**src/rtl/i2c_target.sv**
```systemverilog
// I2C target (responder) with a fixed 7-bit own address.
// SCL/SDA are oversampled on clk: a 2-flop synchronizer plus one history flop per line.
// START, repeated START and STOP are detected from the synchronized lines.
// Write transfers are ACKed and delivered on rx_data/rx_valid.
// Read transfers shift out bytes fetched from tx_data with a tx_load pulse.
// SDA is open-drain: sda_oe = 1 pulls the line low.
// state_dbg mirrors the FSM state encoding.
`timescale 1ns/1ps
module i2c_target #(
  parameter logic [6:0] OWN_ADDR = 7'h42
) (
  input  logic       clk,
  input  logic       rst_n,
  input  logic       scl,
  input  logic       sda_in,
  output logic       sda_oe,
  input  logic [7:0] tx_data,
  output logic       tx_load,
  output logic [7:0] rx_data,
  output logic       rx_valid,
  output logic       rw,
  output logic       busy,
  output logic [2:0] state_dbg
);

  typedef enum logic [2:0] {
    S_IDLE     = 3'd0,
    S_ADDR     = 3'd1,
    S_ADDR_ACK = 3'd2,
    S_RX       = 3'd3,
    S_RX_ACK   = 3'd4,
    S_TX       = 3'd5,
    S_TX_ACK   = 3'd6
  } state_t;

  state_t     state, state_n;
  logic [2:0] cnt, cnt_n;
  logic [7:0] shreg, shreg_n;
  logic       sda_oe_n, tx_load_n, rx_valid_n, rw_n, busy_n;
  logic [7:0] rx_data_n;
  logic [7:0] byte_in;

  logic [1:0] scl_sync, sda_sync;
  logic       scl_h, sda_h;
  logic       scl_s, sda_s;
  logic       scl_rise, scl_fall, start_det, stop_det;

  // Synchronizers and history flops; they reset to the idle-bus level so
  // leaving reset with SCL = SDA = 1 does not look like a START.
  always_ff @(posedge clk or negedge rst_n) begin
    if (!rst_n) begin
      scl_sync <= 2'b11;
      sda_sync <= 2'b11;
      scl_h    <= 1'b1;
      sda_h    <= 1'b1;
    end else begin
      scl_sync <= {scl_sync[0], scl};
      sda_sync <= {sda_sync[0], sda_in};
      scl_h    <= scl_sync[1];
      sda_h    <= sda_sync[1];
    end
  end

  assign scl_s     = scl_sync[1];
  assign sda_s     = sda_sync[1];
  assign scl_rise  = scl_s & ~scl_h;
  assign scl_fall  = ~scl_s & scl_h;
  assign start_det = scl_s & scl_h & sda_h & ~sda_s;
  assign stop_det  = scl_s & scl_h & ~sda_h & sda_s;
  assign byte_in   = {shreg[6:0], sda_s};
  assign state_dbg = state;

  // Next-state and datapath decode; bus conditions override SCL edges.
  // The ACK states use sda_oe itself to tell the first fall (assert) from
  // the second fall (release, end of the 9th clock).
  always_comb begin
    state_n    = state;
    cnt_n      = cnt;
    shreg_n    = shreg;
    sda_oe_n   = sda_oe;
    rx_data_n  = rx_data;
    rx_valid_n = 1'b0;
    tx_load_n  = 1'b0;
    rw_n       = rw;
    busy_n     = busy;
    if (start_det) begin
      state_n  = S_ADDR;
      cnt_n    = 3'd0;
      sda_oe_n = 1'b0;
    end else if (stop_det) begin
      state_n  = S_IDLE;
      sda_oe_n = 1'b0;
      busy_n   = 1'b0;
    end else begin
      case (state)
        S_ADDR: begin
          if (scl_rise) begin
            shreg_n = byte_in;
            cnt_n   = cnt + 3'd1;
            if (cnt == 3'd7) begin
              if (byte_in[7:1] == OWN_ADDR) begin
                rw_n    = byte_in[0];
                busy_n  = 1'b1;
                state_n = S_ADDR_ACK;
              end else begin
                busy_n  = 1'b0;
                state_n = S_IDLE;
              end
            end
          end
        end
        S_ADDR_ACK, S_TX_ACK: begin
          if (state == S_TX_ACK && scl_rise) begin
            shreg_n = byte_in;
          end else if (scl_fall) begin
            if (state == S_ADDR_ACK && !sda_oe) begin
              sda_oe_n = 1'b1;
            end else if (state == S_ADDR_ACK && !rw) begin
              sda_oe_n = 1'b0;
              state_n  = S_RX;
            end else if (state == S_TX_ACK && shreg[0]) begin
              sda_oe_n = 1'b0;
              state_n  = S_IDLE;
            end else begin
              tx_load_n = 1'b1;
              shreg_n   = tx_data;
              sda_oe_n  = ~tx_data[7];
              cnt_n     = 3'd0;
              state_n   = S_TX;
            end
          end
        end
        S_RX: begin
          if (scl_rise) begin
            shreg_n = byte_in;
            cnt_n   = cnt + 3'd1;
            if (cnt == 3'd7) begin
              rx_data_n  = byte_in;
              rx_valid_n = 1'b1;
              state_n    = S_RX_ACK;
            end
          end
        end
        S_RX_ACK: begin
          if (scl_fall) begin
            sda_oe_n = ~sda_oe;
            if (sda_oe) state_n = S_RX;
          end
        end
        S_TX: begin
          if (scl_fall) begin
            cnt_n = cnt + 3'd1;
            if (cnt == 3'd7) begin
              sda_oe_n = 1'b0;
              state_n  = S_TX_ACK;
            end else begin
              shreg_n  = {shreg[6:0], 1'b0};
              sda_oe_n = ~shreg[6];
            end
          end
        end
        default: ;
      endcase
    end
  end

  // State and datapath registers.
  always_ff @(posedge clk or negedge rst_n) begin
    if (!rst_n) begin
      state    <= S_IDLE;
      cnt      <= 3'd0;
      shreg    <= 8'h00;
      sda_oe   <= 1'b0;
      tx_load  <= 1'b0;
      rx_data  <= 8'h00;
      rx_valid <= 1'b0;
      rw       <= 1'b0;
      busy     <= 1'b0;
    end else begin
      state    <= state_n;
      cnt      <= cnt_n;
      shreg    <= shreg_n;
      sda_oe   <= sda_oe_n;
      tx_load  <= tx_load_n;
      rx_data  <= rx_data_n;
      rx_valid <= rx_valid_n;
      rw       <= rw_n;
      busy     <= busy_n;
    end
  end

endmodule

```
**config.mk**
```make
export PLATFORM = sky130hd
export DESIGN_NAME = i2c_target
export DESIGN_NICKNAME = d
export VERILOG_FILES = /design/src/rtl/i2c_target.sv
export SDC_FILE = /design/constraint.sdc
export NUM_CORES = 1
export LEC_CHECK = 0
export ABC_AREA = 1
export CAP_MARGIN = 10
export CORE_MARGIN = 2
export CORE_UTILIZATION = 47
export CTS_CLUSTER_SIZE = 40
export DETAILED_ROUTE_END_ITERATION = 16
export GPL_TIMING_DRIVEN = 0
export MAX_ROUTING_LAYER = met4
export PLACE_DENSITY = 0.77
export SYNTH_ARGS = -nofsm -noshare
export SYNTH_HDL_FRONTEND = slang
export SYNTH_SLANG_ARGS = --single-unit
```
**constraint.sdc**
```tcl
create_clock -name clk -period 1.5 [get_ports clk]
set_clock_uncertainty 0.2 [all_clocks]
set_input_delay 0.3 -clock clk [delete_from_list [all_inputs] [get_ports clk]]
set_output_delay 0.3 -clock clk [all_outputs]
set_load 0.1 [all_outputs]
```
==> impl_metrics.tcl <==
set metrics [dict create \
    clock_sinks 32 \
    hold_path.class "flip-flop to flip-flop" \
    drive_gt1_share_pct 41.18 \
    rows 23 \
    cts_tree "yes" \
    drc 0 \
    period_share_pct 113.7 \
    dp_hpwl_um 3327 \
    reg2reg_depth 9 \
    grt_pass1_vias 1689 \
    clock.fmax_mhz 586.4 \
    die_area_sq_mm 0.004622 \
    core_area_sq_mm 0.003971 \
    ios 28 \
    dr.first_iter.drc_count 159 \
    crit_path_end_kind "flip-flop" \
    synth_simple_gate_area_share_pct 40.25 \
    overflow 0 \
    yosys.area_share.xor_xnor_pct 0 \
    die_h_um 67.99 \
    synth_top_family_by_area "simple AND/OR/NAND/NOR gates" \
    worstPathMaxFanout 9 \
    slowest_stage "dfrtp_4" \
    path_common_cell "nand2_1" \
    ant_nets 0 \
    seq_area_frac_synth_pct 42.00 \
    p_leak_nw 1.400 \
    crit_required_ns 1.48 \
    syn_avg_cell_area_sq_um 7.488 \
    synthMuxAreaShare_pct 0 \
    grt_antenna_before_repair 0 \
    synth_compound_area_share_pct 6.177 \
    violations "setup timing" \
    outcome "finished, violations left" \
    maxCapViolCount 0 \
    place.gp.congestion 0.9097 \
    viasPerCell 5.062 \
    cts_buffer_depth 2 \
    reg2reg_slack_ns -0.21 \
    clkLatencyLatePin_ns 0.29 \
    synth.cell_area_sq_mm 0.001924 \
    fin_setup_tns_ns -3.933 \
    finalHoldViolCount 0 \
    yosys_warnings 0 \
    clkTransAtPathRegs_ns 0.07 \
    die_width_um 67.99 \
    root_buffer "clkbuf_8" \
    vias 1802 \
    crit_path_end "shreg[5]" \
    path_cells "buf_12 -> nor2_4 -> nand3_2 -> inv_1 -> nor2_1 -> nand2_1 -> nor2_4 -> nand2_1 -> nand2_1" \
    synthTopCellsByArea "dfrtp_1 (34%), nand2_1 (16%), dfstp_2 (8.2%), inv_1 (6.6%), nand3_1 (5.5%)" \
    rsz0062_at_grt "true" \
    cts_hold_buf 0 \
    slowest_delay_ns 0.49 \
    crit_start "state_dbg[0]" \
    synthAdderAreaFrac_pct 1.300 \
    ir_worst_vdd_mv 0.7984 \
    synthCells 257 \
    setup_ws_ns -0.2053 \
    tightest_slew_ns 0.7499 \
    yosys_register_bits 32 \
    worstPathArrival_ns 1.68 \
    syn_nets 271 \
    grt_max_degree 19 \
    finalWirelength_um 4599 \
    numCtsBuffers 5 \
    area_growth_pct 38.30 \
    yosysTopAreaCell "dfrtp_1" \
    slew_headroom_pct 49.85 \
    cts.htree.levels 2 \
    finalSetupViolCount 27 \
    whs_ns 0.1569 \
    synth_cell_type_count 26 \
    drv_slew 0 \
    fin_util_pct 67.01 \
    port_buffers 27 \
    timing.rr.end "shreg[5]" \
    track_usage_pct 23.03 \
    criticalPathCategory "flip-flop to flip-flop" \
    start_util_pct 48.46 \
    start_kind "flip-flop" \
    nets 319 \
    synth_top_area_share_pct 33.81 \
    wl_per_cell_um 12.92 \
    period_needed_ns 1.705 \
    n_antenna_cell 0 \
    reg2reg_from "state_dbg[0]" \
    firstDrtPassIters 4 \
    grt_pass1_wl_um 7700 \
    cellPowerDensity_mw_per_mm2 1395 \
    dp_slack_ns -0.5701 \
]
## placed cells by master (no fill, tap or decap)
master	n
a31oi_1	1
o21ai_0	2
nand3b_1	1
dfstp_2	6
nand3_1	21
nand2_2	20
ha_2	2
dfrtp_1	21
nand3_4	4
buf_2	2
buf_16	1
dfrtp_4	3
buf_8	2
a21oi_4	1
a21oi_2	1
buf_6	7
inv_1	29
clkinv_2	1
nor3_2	3
o21ai_1	1
inv_4	1
clkinvlp_4	1
nor2_4	8
a21oi_1	3
nand3_2	4
clkinv_1	1
clkbuf_8	5
inv_8	1
nand2_4	5
nor2_1	15
buf_4	21
inv_2	9
o21ai_2	7
bufinv_16	1
nand4_1	5
buf_12	1
clkdlybuf4s50_1	11
nand2_1	69
dfrtp_2	2
nor2_2	7
## flip-flops by register name, summed over array words and instances, names as in the netlist
name,flops
rx_data,8
shreg,7
cnt,3
state_dbg,3
scl_sync,2
sda_sync,2
busy,1
rw,1
rx_valid,1
scl_h,1
sda_h,1
sda_oe,1
tx_load,1
## Yosys cell counts
| master | count |
|---|---|
| o21ai_0 | 2 |
| nor2_1 | 22 |
| inv_4 | 1 |
| nand2_4 | 3 |
| nand3_1 | 21 |
| a21oi_4 | 1 |
| nand3b_1 | 1 |
| dfstp_2 | 6 |
| inv_1 | 34 |
| dfrtp_1 | 26 |
| a21oi_1 | 4 |
| nor3_1 | 3 |
| buf_4 | 1 |
| nand4_1 | 5 |
| clkinv_1 | 1 |
| nand3_2 | 8 |
| nor2_2 | 6 |
| o21ai_1 | 1 |
| a31oi_1 | 1 |
| nand2_1 | 84 |
| ha_1 | 2 |
| inv_2 | 5 |
| o21ai_2 | 7 |
| nor2_4 | 2 |
| nand2_2 | 7 |
| buf_6 | 3 |
## cell type report
| type | count | area [sq um] |
|---|---|---|
| repair buffers | 41 | 376.6 |
| well taps | 50 | 62.56 |
| flip-flops and latches | 32 | 822.0 |
| clock inverters | 3 | 42.54 |
| clock buffers | 5 | 68.82 |
| fillers | 318 | 1310 |
| plain buffers | 4 | 57.56 |
| multi-input cells | 180 | 1067 |
| inverters | 41 | 163.9 |
## worst min path at each step
stage           startpoint           to  slack, ns  cells after the start
3_3_place_gp   sda_sync[0]  sda_sync[1]       0.15                      0
3_5_place_dp   scl_sync[0]  scl_sync[1]       0.15                      0
6_report       scl_sync[0]  scl_sync[1]       0.16                      0
5_1_grt        scl_sync[0]  scl_sync[1]       0.16                      0
4_1_cts        scl_sync[0]  scl_sync[1]       0.16                      0
2_1_floorplan        rst_n         busy      -0.20                      0
## power breakdown
group	leakage [nW]	internal (mW)	total (mW)	switching [mW]
Clock	0.0541	0.491	0.831	0.339
Combinational	0.942	0.584	1.74	1.16
Sequential	0.404	1.02	1.14	0.116
Total	1.40	2.10	3.71	1.61
## per-stage QoR
| step | area [sq um] | total power, mW | cells |
|---|---|---|---|
| after floorplan | 1983 | 2.407 | 257 |
| after global placement | 2316 | 2.726 | 334 |
| after detailed placement | 2344 | 2.763 | 335 |
| after CTS | 2585 | 3.642 | 354 |
| after global routing | 2661 | 3.978 | 356 |
| final | 2661 | 3.711 | 356 |
## kinds of logic after synthesis
| family | Yosys count |
|---|---|
| AO/OA/AOI/OAI | 16 |
| AND/OR/NAND/NOR | 162 |
| adder cells (fa/ha/maj) | 2 |
| flip-flops | 32 |
| buffers and inverters | 45 |
## layer usage
layer	global-route usage (%)	up-vias	part of all wire [%]
met4	7.250	0	1.0
met3	4.605	6	5.0
met5	-	-	0
met2	37.38	50	49
li1	-	896	-
met1	28.94	850	45
## worst max-delay path, delay by kind of cell, from the launching register on
family        cells  cell delay, ns
simple gates      7            0.66
flops             1            0.49
buf+inv           2            0.26
## repair_timing
action | 4_1_cts | 5_1_grt
resized for setup | 123 | 17
setup buffers | 11 | 2
endpoints found under the hold margin | 0 | 0
setup endpoints to repair | 41 | 30
pin swaps | 10 | 4
Note: power is estimated with default switching activity, not from simulation.
